File: config.mk
export PLATFORM = sky130hd
export DESIGN_NAME = if_id_skid_buffer
export DESIGN_NICKNAME = d
export VERILOG_FILES = /design/src/rtl/core_pkg.sv /design/src/rtl/if_id_skid_buffer.sv
export SDC_FILE = /design/constraint.sdc
export NUM_CORES = 1
export LEC_CHECK = 0
export CAP_MARGIN = 20
export CORE_UTILIZATION = 50
export DETAILED_ROUTE_END_ITERATION = 7
export PLACE_DENSITY = 0.79
export SYNTH_ARGS = -nofsm -noshare
export SYNTH_HDL_FRONTEND = slang
export SYNTH_SLANG_ARGS = --single-unit
File: constraint.sdc
create_clock -name clk -period 4.7 [get_ports clk]
set_input_delay 0.94 -clock clk [delete_from_list [all_inputs] [get_ports clk]]
set_output_delay 0.94 -clock clk [all_outputs]
set_load 0.02 [all_outputs]
File: src/rtl/core_pkg.sv
// Shared definitions for the 64-bit RISC-V core pipeline: widths, the canonical
// NOP and the {pc, inst} packet carried from fetch to decode.
package core_pkg;

    localparam int PC_W   = 64;
    localparam int INST_W = 32;

    // addi x0, x0, 0
    localparam logic [INST_W-1:0] NOP_INST = 32'h0000_0013;

    typedef struct packed {
        logic [PC_W-1:0]   pc;
        logic [INST_W-1:0] inst;
    } fetch_pkt_t;

    localparam logic [1:0] CNT_EMPTY = 2'd0;
    localparam logic [1:0] CNT_ONE   = 2'd1;
    localparam logic [1:0] CNT_FULL  = 2'd2;

endpackage : core_pkg

File: src/rtl/if_id_skid_buffer.sv
// Two-entry skid buffer at the IF/ID boundary. if_ready is a function of the
// registered count only, so decode back-pressure never reaches fetch combinationally.
module if_id_skid_buffer #(
    parameter int                 PC_W     = core_pkg::PC_W,
    parameter int                 INST_W   = core_pkg::INST_W,
    parameter logic [INST_W-1:0]  NOP_INST = core_pkg::NOP_INST
) (
    input  logic              clk,
    input  logic              reset,
    input  logic              if_valid,
    input  logic [PC_W-1:0]   if_pc,
    input  logic [INST_W-1:0] if_inst,
    output logic              if_ready,
    input  logic              flush,
    output logic              id_valid,
    output logic [PC_W-1:0]   id_pc,
    output logic [INST_W-1:0] id_inst,
    input  logic              id_ready,
    output logic [1:0]        occupancy
);
    import core_pkg::*;

    typedef struct packed {
        logic [PC_W-1:0]   pc;
        logic [INST_W-1:0] inst;
    } slot_t;

    slot_t      slot0_q, slot0_d;
    slot_t      slot1_q, slot1_d;
    logic [1:0] cnt_q, cnt_d;
    logic       push;
    logic       pop;
    slot_t      in_pkt;

    always_comb begin
        // NOTE: every variable gets a default first so no path leaves one unassigned (no latches).
        slot0_d   = slot0_q;
        slot1_d   = slot1_q;
        cnt_d     = cnt_q;
        in_pkt    = '{pc: if_pc, inst: if_inst};

        if_ready  = (cnt_q != CNT_FULL);
        id_valid  = (cnt_q != CNT_EMPTY);
        id_pc     = id_valid ? slot0_q.pc   : '0;
        id_inst   = id_valid ? slot0_q.inst : NOP_INST;
        occupancy = cnt_q;

        push = if_valid & if_ready;
        pop  = id_valid & id_ready;

        // Flush wins over any handshake; stale slot contents are harmless once cnt is 0.
        if (flush) begin
            cnt_d = CNT_EMPTY;
        end else begin
            case (cnt_q)
                CNT_EMPTY: begin
                    if (push) begin
                        slot0_d = in_pkt;
                        cnt_d   = CNT_ONE;
                    end
                end
                CNT_ONE: begin
                    if (push && pop) begin
                        slot0_d = in_pkt;
                    end else if (push) begin
                        slot1_d = in_pkt;
                        cnt_d   = CNT_FULL;
                    end else if (pop) begin
                        cnt_d   = CNT_EMPTY;
                    end
                end
                CNT_FULL: begin
                    if (pop) begin
                        slot0_d = slot1_q;
                        cnt_d   = CNT_ONE;
                    end
                end
                default: cnt_d = CNT_EMPTY;
            endcase
        end
    end

    // NOTE: the two data slots are reset alongside the count so the head is defined from time zero.
    always_ff @(posedge clk or negedge reset) begin
        if (!reset) begin
            cnt_q   <= CNT_EMPTY;
            slot0_q <= '0;
            slot1_q <= '0;
        end else begin
            // NOTE: non-blocking assignments so every register samples pre-edge values.
            cnt_q   <= cnt_d;
            slot0_q <= slot0_d;
            slot1_q <= slot1_d;
        end
    end

endmodule : if_id_skid_buffer

==> implementation parameters, run 1 <==
Parameter                              Value

Timing
  Count of final hold-check violations ... 0
  Unrepaired setup endpoints after global routing ... false
  Final worst clock skew ... 0.00868 ns
  Final critical-path share of the clock period ... 79.6%
  Total setup violations reported at the end of the flow ... 0
  Slew Limit Headroom ... 41.0%
  Slew Viols, Final ... 0
  Transition time at the pin with the least slew margin ... 0.886 ns
  Post-route minimum period ... 3.74 ns
  Setup tns final ... 0 ns
  Top achievable clock speed ... 267 MHz
  Minimum hold slack ... 0.484 ns

Job
  Max-cap violations ... 0

Worst hold path
  Worst Hold Class ... flip-flop to flip-flop
  Hold Startpoint ... slot1_q[87]
  Endpoint of the worst hold-timing path ... slot1_q[87]
  Cell depth of the worst hold path ... 1

Clock tree
  Sink count of the clock tree ... 194
  Longest Clk Path Bufs ... 2
  CTS buffer count ... 17
  Hold buffer count at CTS ... 0
  Maximum level of the CTS H-tree ... 4
  Master cell of the clock root buffer ... clkbuf_16
  Clock transition at path regs ... 0.07 ns
  Clock Latency Late Sink ... 0.42 ns
  Post-CTS repair timing setup buffer count ... 0
  Resized Gates After CTS ... 0
  Clock tree from TritonCTS ... done

Place
  Placed wire-length estimate ... 12900 um
  Number of buffers added on ports ... 200
  RD Place Congestion ... 0.733
  Instance count after placement with tap cells included ... 1033

Finish
  Fill cell instance count of the final layout ... 1249
  Post-layout net count ... 924
  Layout cell share with drive strength beyond 1 ... 34.9%
  # diodes ... 0
  Number of non-filler instances in the completed layout ... 1064
  Area growth from synthesis to final layout ... 29.5%

Worst setup path
  Critical Path AT ... 2.80 ns
  Crit path capture type ... output pin
  Crit path cell chain ... or2_2 > buf_4 > and2_1 > clkdlybuf4s50_1
  CP max stage delay ... 0.67 ns
  Worst path top cell family by delay ... buffers and inverters
  CP Max Fanout ... 45
  Register-to-Register Path Depth ... 5
  Worst-path cell with the longest stage delay ... or2_2
  Capture instance of the worst register-to-register path ... slot0_q[4]
  Startpoint of the worst-slack reg-to-reg timing path ... occupancy[0]
  Register-to-register setup slack ... 2.53 ns
  Number of buffers and inverters on the critical path ... 2
  Worst setup path category ... flip-flop to output pin
  Critical Path Start Type ... flip-flop
  Worst endpoint required time ... 3.76 ns

Drt
  Starting DRT DRC Count ... 228
  Routed vias ... 5568
  Final wirelength ... 19400 um
  Routed length per instance ... 18.2 um
  Remaining routing DRC violations ... 0
  Number of optimization iterations in the first detailed-route pass ... 4
  Post-detailed-route via-to-cell ratio ... 5.23
  Count of nets left with antenna violations after detail routing ... 0

GRT
  GRT Resource Usage Total ... 21.5%
  Global-route wire length before repair ... 30900 um
  Via count of the first global-routing pass ... 6079
  Aggregate global routing overflow ... 0
  Antenna violations before repair ... 0
  Maximum number of pins on one net before global-route repair ... 112

Synth
  Most used flip-flop cell after synthesis ... dfrtp_1
  Count of mapped cells out of synthesis ... 636
  Library cell with the highest instance count after synthesis ... mux2_2
  Most frequent cells after synthesis ... mux2_2, dfrtp_1, and2_1, mux2_1, mux2_4
  Main area contributors after synthesis ... dfrtp_1, mux2_2, and2_1, mux2_1, mux2_4
  FF+latch count, synth ... 194
  Distinct cell type count of the synthesized netlist ... 23
  Synthesized netlist net count ... 737
  Number of enable-type register cells in the synthesized netlist ... 0
  Yosys top cell by area ... dfrtp_1
  Share of the yosys chip area belonging to registers ... 52.8%
  Warnings, synthesis ... 0
  FFs w/ async S/R, synth ... 100%
  Area share of the largest cell type after synthesis ... 52.8%
  Post-synthesis area per instance ... 14.5 um^2
  Post-synthesis instance area ... 9190 um^2

Floorplanning
  Number of top-level pins ... 201
  Die Span X ... 138 um
  Std cell rows ... 49
  Die area ... 18900 um^2
  Die boundary height ... 138 um
  Floorplan core area ... 18000 um^2
  Initial cell density of the core ... 51.2%

Power and ir drop
  PnR Total Power ... 4.78 mW
  Switching power as a share of total power ... 25.8%
  Leak Pwr ... 4.93 nW
  Sequential share of power ... 47.8%
  Worst supply voltage drop on vdd ... 0.261 mV
  Power density cells ... 402 nW/um^2
  Clk network pwr share ... 30.3%
  Logic gate share of total power ... 22.0%
  Net switching power of the design ... 1.23 mW
  Internal power ... 3.55 mW

Outcome
  Result of the run ... finished, final reports clean
==> flip-flops by register name (all words and copies together) (netlist names) <==
register	cells
slot0_q	96
slot1_q	96
occupancy	2
==> worst max-delay path by stage <==
stage	start	end	slack, ns	depth (start not counted)
2_1_floorplan	occupancy[1]	id_inst[10]	2.18	5
3_3_place_gp	occupancy[0]	id_pc[6]	1.52	4
3_5_place_dp	occupancy[0]	id_pc[30]	1.36	4
4_1_cts	occupancy[0]	id_pc[30]	0.92	4
5_1_grt	occupancy[0]	id_pc[30]	0.80	4
6_report	occupancy[0]	id_pc[30]	0.96	4
==> final cells by class <==
cell class	count	area, um^2	area share, %
tap	229	287	2.41
timing repair buffer	210	2090	17.6
multi-input combinational	399	4070	34.2
inverter	1	3.75	0.0315
clock buffer	24	492	4.13
sequential	194	4850	40.8
clock inverter	7	98.8	0.831
==> routing by layer <==
layer / part of all wire (%) / track usage [%] / up-vias
met3: 5.7 / 5.89 / 20
met1: 42 / 26.8 / 2816
met2: 51 / 36.8 / 149
met4: 1.3 / 5.80 / 0
li1: - / - / 2583
met5: 0 / 0 / -
==> per-stage QoR <==
stage          worst slack (ns)  area [um^2]  util (%)
2_1_floorplan              2.18         9190         -
3_3_place_gp               1.52        11300      63.0
3_5_place_dp               1.36        11300      63.0
4_1_cts                   0.917        11900      66.3
5_1_grt                   0.799        11900      66.3
6_report                  0.959        11900      66.3
==> worst register-to-register path, stage by stage, from the launching register on <==
cell and delay [ns]:
dfrtp_1 0.47, nand2b_1 0.20, nand2_1 0.12, a21oi_4 0.16, buf_4 0.61, mux2_2 0.48
==> cell usage in the layout, fill, tap and decap left out, drive strengths merged, types with 2 or more instances in the layout <==
cell,netlist,routed
mux2,288,288
inv,1,2
buf,31,10
nand2,2,2
and2,93,93
bufinv,0,2
nor2b,2,2
a21oi,3,3
dfrtp,194,194
clkbuf,11,25
nand2b,4,4
clkdlybuf4s50,0,199
clkinvlp,0,4
==> cells by family (layout without fill, tap and decap cells) <==
kind of cell / count (synthesis) / in the layout / synth area share, %
DFF: 194 / 194 / 52.8
buffers and inverters: 43 / 242 / 3.12
muxes: 288 / 288 / 36.5
and+or+nand+nor: 106 / 106 / 7.23
AOI/OAI and AO/OA: 5 / 5 / 0.381
==> power by group through the flow <==
| stage | clock network [mW] | logic [mW] | registers [mW] |
|---|---|---|---|
| after floorplan | 0 | 0.669 | 2.23 |
| after global routing | 1.55 | 1.14 | 2.33 |
| after detailed placement | 0 | 1.06 | 2.31 |
| after global placement | 0 | 1.01 | 2.28 |
| after CTS | 1.48 | 1.07 | 2.28 |
| final | 1.45 | 1.05 | 2.28 |
No activity file was read; power rests on OpenSTA's default activity.
==> inputs of run 2 (changes only) <==
CORE_UTILIZATION = 46   (was 50)
PLACE_DENSITY = 0.77   (was 0.79)
clock period = 3.16 ns   (was 4.7 ns; I/O delays follow)
==> implementation parameters, run 2 (synthesis results as in run 1) <==
Parameter                              Value

Floorplanning
  Die Span X ... 143 um
  Std cell rows ... 51
  Number of top-level pins ... 201
  Initial cell density of the core ... 47.1%
  Die area ... 20600 um^2
  Die boundary height ... 143 um
  Floorplan core area ... 19500 um^2

Finish
  Final instance area ... 12000 um^2
  Post-layout net count ... 928
  Layout cell share with drive strength beyond 1 ... 35.2%
  Commonest cells after routing, fill and taps aside ... mux2_2, clkdlybuf4s50_1, dfrtp_1, and2_1, mux2_1
  Number of non-filler instances in the completed layout ... 1104
  End-of-flow core utilization ... 61.5%
  # diodes ... 0
  Most common cell after layout, fill and taps aside ... mux2_2
  Area growth from synthesis to final layout ... 30.6%

Power and ir drop
  Sequential share of power ... 48.0%
  Switching power as a share of total power ... 25.8%
  Clk network pwr share ... 29.4%
  Power density cells ... 584 nW/um^2
  Logic gate share of total power ... 22.5%
  Net switching power of the design ... 1.81 mW
  Leak Pwr ... 4.96 nW
  Internal power ... 5.21 mW
  Worst supply voltage drop on vdd ... 0.350 mV
  PnR Total Power ... 7.02 mW

Worst setup path
  Crit path capture type ... output pin
  Startpoint of the most critical setup path ... occupancy[0]
  Critical Path AT ... 2.30 ns
  CP Max Fanout ... 97
  Critical Path Start Type ... flip-flop
  Worst setup path category ... flip-flop to output pin
  Worst endpoint required time ... 2.53 ns
  Startpoint of the worst-slack reg-to-reg timing path ... occupancy[1]

Job
  Max-cap violations ... 0

GRT
  Via count of the first global-routing pass ... 6313
  Maximum number of pins on one net before global-route repair ... 98
  Aggregate global routing overflow ... 0
  GRT Resource Usage Total ... 20.1%
  Antenna violations before repair ... 0
  Global-route wire length before repair ... 31800 um

Timing
  Count of final hold-check violations ... 0
  Unrepaired setup endpoints after global routing ... false
  Minimum hold slack ... 0.253 ns
  Top achievable clock speed ... 341 MHz
  Slew Viols, Final ... 0
  Final worst clock skew ... 0.0104 ns
  Setup tns final ... 0 ns
  Total setup violations reported at the end of the flow ... 0
  Final critical-path share of the clock period ... 92.9%
  Smallest setup slack after layout ... 0.225 ns
  Slew Limit Headroom ... 40.9%
  Post-route minimum period ... 2.93 ns
  Transition time at the pin with the least slew margin ... 0.887 ns

Place
  Placed Instance Area ... 11400 um^2
  Placed wire-length estimate ... 13000 um
  RD Place Congestion ... 0.773
  Instance count after placement with tap cells included ... 1073
  Number of buffers added on ports ... 200
  Worst Setup Slack post-DPL ... 0.466 ns

Drt
  Routed length per instance ... 17.8 um
  Remaining routing DRC violations ... 0
  Routed vias ... 5647
  Post-detailed-route via-to-cell ratio ... 5.12
  Final wirelength ... 19600 um
  Count of nets left with antenna violations after detail routing ... 0
  Starting DRT DRC Count ... 219
  Number of optimization iterations in the first detailed-route pass ... 4

Clock tree
  Maximum level of the CTS H-tree ... 4
  Master cell of the clock root buffer ... clkbuf_16
  CTS buffer count ... 17
  Hold buffer count at CTS ... 0
  Clock tree from TritonCTS ... done
  Clock Latency Late Sink ... 0.42 ns
  Post-CTS repair timing setup buffer count ... 0
  Longest Clk Path Bufs ... 2
  Sink count of the clock tree ... 194
  Clock transition at path regs ... 0.07 ns
  Resized Gates After CTS ... 0

Outcome
  Result of the run ... finished, final reports clean

Worst hold path
  Worst Hold Class ... input pin to asynchronous set/reset pin
run 2: final timing paths:
path / endpoint / slack, ns / cells after the start
setup / recovery: id_pc[10] / 0.23 / 4
hold / removal: slot1_q[58] / 0.25 / 1
setup reg to reg: slot0_q[45] / 0.87 / 4
hold reg to reg: slot1_q[76] / 0.48 / 1
max in group asynchronous: slot0_q[42] / 2.13 / 2
min in group clk: slot1_q[76] / 0.48 / 1
run 2: critical path, stage by stage, from the launching register on:
cell	delay [ns]
dfrtp_1	0.51
or2_2	0.19
buf_12	0.33
and2_1	0.22
clkdlybuf4s50_1	0.62
run 2: power groups by stage:
stage                     Combinational, mW  Clock (mW)  Sequential [mW]
after detailed placement               1.60           0             3.41
after global placement                 1.54           0             3.36
after CTS                              1.61        2.12             3.37
after global routing                   1.70        2.23             3.45
after floorplan                       0.995           0             3.31
final                                  1.58        2.07             3.37
run 2: final cells by class:
cell class,count,area (um^2)
tap,265,332
timing repair buffer,214,2170
fill,1529,7520
clock buffer,24,492
inverter,1,3.75
clock inverter,7,75.1
sequential,194,4850
multi-input combinational,399,4070
run 2: routing by layer:
metal | vias to the layer above | track usage, % | part of all wire (%)
met5 | - | 0 | 0
met4 | 0 | 8.85 | 2.7
met3 | 30 | 3.63 | 4.2
met2 | 132 | 35.8 | 51
met1 | 2897 | 23.6 | 42
li1 | 2588 | - | -
==> inputs of run 3 (changes only) <==
CTS_CLUSTER_SIZE = 10   (was unset)
SKIP_LAST_GASP = 1   (was unset)
==> results of run 3 <==
Final layout, timing and power as in run 2 (identical DEF).
